`src/rtl/striping_pkg.sv`:
```
// striping_pkg: shared constants for the N-lane striper and its pointer.
//   STRIPE_DATA_W / STRIPE_LANES : default word width and lane count
//   MODE_LEGACY / MODE_PACKED    : pack_mode encoding
//   ROUND_CNT_W                  : width of the optional round counter
package striping_pkg;
  localparam int   STRIPE_DATA_W = 32;
  localparam int   STRIPE_LANES  = 4;
  localparam logic MODE_LEGACY   = 1'b0;
  localparam logic MODE_PACKED   = 1'b1;
  localparam int   ROUND_CNT_W   = 16;
endpackage

```
`src/rtl/striping_n_stripe_ptr.sv`:
```
// stripe_ptr: round-robin lane pointer shared by the striper and unstriper.
//   clk_2f    in  : clock, posedge
//   reset     in  : synchronous, active-high
//   align_in  in  : force this cycle's lane to 0
//   valid_in  in  : word present this cycle
//   pack_mode in  : MODE_LEGACY advances every cycle, MODE_PACKED only on valid
//   eff       out : lane used this cycle (combinational)
//   ptr       out : registered pointer, next lane to be written
module stripe_ptr
  import striping_pkg::*;
#(
  parameter int PTR_W = $clog2(STRIPE_LANES)
) (
  input  logic             clk_2f,
  input  logic             reset,
  input  logic             align_in,
  input  logic             valid_in,
  input  logic             pack_mode,
  output logic [PTR_W-1:0] eff,
  output logic [PTR_W-1:0] ptr
);

  logic [PTR_W-1:0] ptr_q, ptr_d;

  // Lane count is a power of two, so the +1 wraps LANES-1 -> 0 by overflow.
  always_comb begin
    // NOTE: every combinational output gets a default first so no latch is inferred.
    eff   = align_in ? '0 : ptr_q;
    ptr_d = eff + PTR_W'(1);
    unique case (pack_mode)
      MODE_LEGACY: ptr_d = eff + PTR_W'(1);
      MODE_PACKED: ptr_d = valid_in ? eff + PTR_W'(1) : eff;
    endcase
  end

  always_ff @(posedge clk_2f) begin
    // NOTE: state registers use non-blocking assignment so all flops update together.
    if (reset) ptr_q <= '0;
    else       ptr_q <= ptr_d;
  end

  assign ptr = ptr_q;

endmodule

```
`src/rtl/striping_n.sv`:
```
// striping_n: distributes one word stream round-robin over LANES lanes.
//   clk_2f    in  : clock, posedge
//   reset     in  : synchronous, active-high, discards any partial round
//   data_in   in  : input word
//   valid_in  in  : data_in qualifier
//   pack_mode in  : 0 legacy (pointer steps every cycle), 1 packed (steps on valid)
//   align_in  in  : send this cycle's word/slot to lane 0
//   lanes_out out : lane k at [k*DATA_W +: DATA_W]
//   valid_out out : per-lane valid
//   ptr_out   out : registered lane pointer
//   round_cnt out : (STRIPING_N_ROUND_CNT_EN only) count of words written to the last lane
module striping_n
  import striping_pkg::*;
#(
  parameter  int DATA_W = STRIPE_DATA_W,
  parameter  int LANES  = STRIPE_LANES,
  localparam int PTR_W  = $clog2(LANES)
) (
  input  logic                    clk_2f,
  input  logic                    reset,
  input  logic [DATA_W-1:0]       data_in,
  input  logic                    valid_in,
  input  logic                    pack_mode,
  input  logic                    align_in,
  output logic [LANES*DATA_W-1:0] lanes_out,
  output logic [LANES-1:0]        valid_out,
  output logic [PTR_W-1:0]        ptr_out
`ifdef STRIPING_N_ROUND_CNT_EN
  ,
  output logic [ROUND_CNT_W-1:0]  round_cnt
`endif
);

  logic [PTR_W-1:0] eff;
  logic [PTR_W-1:0] ptr;

  stripe_ptr #(.PTR_W(PTR_W)) u_ptr (
    .clk_2f    (clk_2f),
    .reset     (reset),
    .align_in  (align_in),
    .valid_in  (valid_in),
    .pack_mode (pack_mode),
    .eff       (eff),
    .ptr       (ptr)
  );

  logic [LANES-1:0][DATA_W-1:0] lanes_q, lanes_d;
  logic [LANES-1:0]             valid_q, valid_d;

  // Only the effective lane changes; an empty slot clears its valid but keeps data.
  always_comb begin
    lanes_d      = lanes_q;
    valid_d      = valid_q;
    valid_d[eff] = valid_in;
    if (valid_in) lanes_d[eff] = data_in;
  end

  always_ff @(posedge clk_2f) begin
    // NOTE: lane storage is a plain register bank, reset to zero because the outputs must read 0 after reset.
    if (reset) begin
      lanes_q <= '0;
      valid_q <= '0;
    end else begin
      lanes_q <= lanes_d;
      valid_q <= valid_d;
    end
  end

  assign lanes_out = lanes_q;
  assign valid_out = valid_q;
  assign ptr_out   = ptr;

`ifdef STRIPING_N_ROUND_CNT_EN
  logic [ROUND_CNT_W-1:0] round_q, round_d;

  // Align restarts the round count and wins over a same-cycle increment.
  always_comb begin
    round_d = round_q;
    if (align_in)
      round_d = '0;
    else if (valid_in && eff == PTR_W'(LANES - 1))
      round_d = round_q + ROUND_CNT_W'(1);
  end

  always_ff @(posedge clk_2f) begin
    if (reset) round_q <= '0;
    else       round_q <= round_d;
  end

  assign round_cnt = round_q;
`endif

endmodule
```
`config.mk`:
```
export PLATFORM = sky130hd
export DESIGN_NAME = striping_n
export DESIGN_NICKNAME = d
export VERILOG_FILES = /design/src/rtl/striping_pkg.sv /design/src/rtl/striping_n_stripe_ptr.sv /design/src/rtl/striping_n.sv
export SDC_FILE = /design/constraint.sdc
export NUM_CORES = 1
export LEC_CHECK = 0
export ABC_AREA = 1
export ABC_CLOCK_PERIOD_IN_PS = 3860
export CAP_MARGIN = 20
export CORE_MARGIN = 2
export CORE_UTILIZATION = 50
export CTS_CLUSTER_SIZE = 20
export DETAILED_ROUTE_END_ITERATION = 10
export PLACE_DENSITY = 0.85
export SYNTH_ARGS = -nofsm -noshare
export SYNTH_HDL_FRONTEND = slang
export SYNTH_HIERARCHICAL = 1
export SYNTH_SLANG_ARGS = --single-unit
export TNS_END_PERCENT = 30
```
`constraint.sdc`:
```
create_clock -name clk_2f -period 3.86 [get_ports clk_2f]
set_input_delay 0.772 -clock clk_2f [delete_from_list [all_inputs] [get_ports clk_2f]]
set_output_delay 0.772 -clock clk_2f [all_outputs]
set_load 0.01 [all_outputs]
```
==> results.sh <==
export IMPL_outcome="completed"
export IMPL_final_net_count=1038
export IMPL_synthArstFlopShare=0
export IMPL_grt_overflow=0
export IMPL_cts_root_buf="clkbuf_8"
export IMPL_setup_viol=0
export IMPL_drt_iter0_markers=516
export IMPL_relSlewSlack=0.554
export IMPL_holdBufCountCts=0
export IMPL_leakagePower_nw=3.90
export IMPL_ys_flop_type="dfxtp_1"
export IMPL_ir_drop_mv=0.318
export IMPL_synth_most_common_cell="nand2_1"
export IMPL_ys_seq_area_frac=0.481
export IMPL_place_area_mm2=0.00728
export IMPL_area_growth_pct=40.2
export IMPL_fin_skew_ps=12.6
export IMPL_numCtsBuffers=17
export IMPL_powerDensity_mw_per_mm2=421
export IMPL_grt_max_degree=113
export IMPL_path_max_fanout=44
export IMPL_antenna_found_initial=0
export IMPL_hold_class="flip-flop to flip-flop"
export IMPL_netlist_instances=854
export IMPL_h_tree_depth=4
export IMPL_dr_pass1_iters=4
export IMPL_dieArea_mm2=0.0120
export IMPL_syn_num_nets=891
export IMPL_arrival_ps=2800
export IMPL_path_clk_slew_ps=60
export IMPL_ff_latch_area_mm2=0.00268
export IMPL_drcViolationCount=0
export IMPL_synth_edf_count=0
export IMPL_yosysUniqueCellTypes=14
export IMPL_seqPwrFrac=0.446
export IMPL_grt_pass1_vias=4645
export IMPL_grtUsageTotal=0.239
export IMPL_diodes=0
export IMPL_globalplace_congestion=0.806
export IMPL_core_mm2=0.0108
export IMPL_rsz0062_at_grt="no"
export IMPL_row_count=38
export IMPL_cts_tree="built"
export IMPL_critical_path_class="input pin to flip-flop"
export IMPL_post_route_util=0.721
export IMPL_placedCellCount=1122
export IMPL_drive_gt1_frac=0.0444
export IMPL_critPathCaptureType="flip-flop"
export IMPL_grt_pass1_wl_um=22500
export IMPL_yosysWarnings=6
export IMPL_synth_top_area_cell="dfxtp_1"
export IMPL_vias=5234
export IMPL_max_cap_violations=0
export IMPL_clock_sinks=134
export IMPL_p_sw_mw=0.839
export IMPL_io_pin_count=171
export IMPL_totalWireLength_um=13900
export IMPL_syn_area_per_cell_um2=6.53
export IMPL_intPower_mw=2.45
export IMPL_drtAntennaViolNets=0
export IMPL_avgViaCountPerCell=4.54
export IMPL_port_buffers=170
export IMPL_p_clk_frac=0.438
export IMPL_yosysTopAreaCellShare=0.481
export IMPL_fill_cells=886
export IMPL_wl_per_cell_um=12.0
export IMPL_synthTopCellsByArea="dfxtp_1 (48%), nand2_1 (15%), nor2_1 (15%)"
export IMPL_synth_common_cells="nand2_1 (229), nor2_1 (228), inv_1 (135)"
export IMPL_cts_setup_buffers=0
export IMPL_critPathLaunchType="input pin"
export IMPL_swShare=0.255
export IMPL_comb_power_share=0.116
export IMPL_tightest_slew_ps=667
export IMPL_critPathRequiredTime_ps=4250
export IMPL_fin_crit_sh=0.624
export IMPL_final_hold_viol_count=0
export IMPL_dieWidth_um=110
export IMPL_dp_hpwl_um=8960
export IMPL_multi_input_area_mm2=0.00214
export IMPL_layout_min_cycle_time_ps=2410
export IMPL_netlist_area_mm2=0.00558
export IMPL_initial_core_util=0.514
export IMPL_design_area_mm2=0.00782
export IMPL_tns_ps=0
export IMPL_cts_resized_gates=0
export IMPL_final_max_slew_violation_count=0
export IMPL_die_y_um=110
export IMPL_instances_no_fill=1154
export IMPL_clockBufferDepth=2
export IMPL_synth_seq_cells=134
export IMPL_clock_latency_ps=500
export IMPL_fmax_mhz=415
[layer usage]
layer  vias up  global-route usage  routed length (um)
met1      2277               0.309                6200
met5         -                   0                   0
met4         0              0.0750                 167
met3        14              0.0812                1110
li1       2781                   -                   -
met2       162               0.378                6400
[layout make-up]
type | instances | area share
clock buffer | 20 | 0.0570
clock inverter | 12 | 0.0120
inverter | 135 | 0.0650
multi-input combinational | 536 | 0.274
sequential | 134 | 0.343
tap | 140 | 0.0224
timing repair buffer | 177 | 0.227
[through the flow]
| step | hold slack, ps | setup WS, ps | power [mW] |
|---|---|---|---|
| finish | 460 | 1450 | 3.29 |
| detailed placement | 462 | 989 | 1.88 |
| CTS | 467 | 1520 | 3.32 |
| floorplan | 477 | 2090 | 1.68 |
| global route | 493 | 1310 | 3.43 |
| global placement | 452 | 1040 | 1.87 |
[power by group through the flow]
stage	Combinational (mW)	Clock, mW	Sequential [mW]
final	0.380	1.44	1.47
after global routing	0.422	1.53	1.47
after CTS	0.382	1.47	1.47
after detailed placement	0.379	0	1.50
after global placement	0.374	0	1.50
after floorplan	0.158	0	1.52
[final timing paths]
kind / start / endpoint / slack (ps) / cells after the start
min reg2reg: valid_out[3] / valid_out[3] / 460 / 2
min: valid_out[3] / valid_out[3] / 460 / 2
max reg2reg: u_ptr/ptr[1] / lanes_out[44] / 1820 / 8
max: align_in / lanes_out[44] / 1450 / 8
[registers in the layout, indices dropped and copies added (netlist names)]
register / cells
lanes_out: 128
u_ptr/ptr: 2
valid_out: 4
[placed cells by master (no fill, tap or decap), drive strengths merged]
cell type	count
clkinvlp	6
buf	8
dfxtp	134
and2	1
clkdlybuf4s50	169
nor2	229
nand3	36
clkbuf	20
o21ai	4
clkinv	3
a21oi	37
nand2	229
inv	138
[kinds of logic after synthesis]
family | share of synthesized area
compound gates | 0.0368
buf+inv | 0.139
flops | 0.481
simple gates | 0.343
[worst max-delay path, stage by stage]
cell and delay [ps]:
clkdlybuf4s50_1 460, nor2_1 550, inv_1 150, nand3_2 380, buf_12 280, nand2_1 80, nand2_1 70, nor2_1 40
Note: power is estimated with default switching activity, not from simulation.
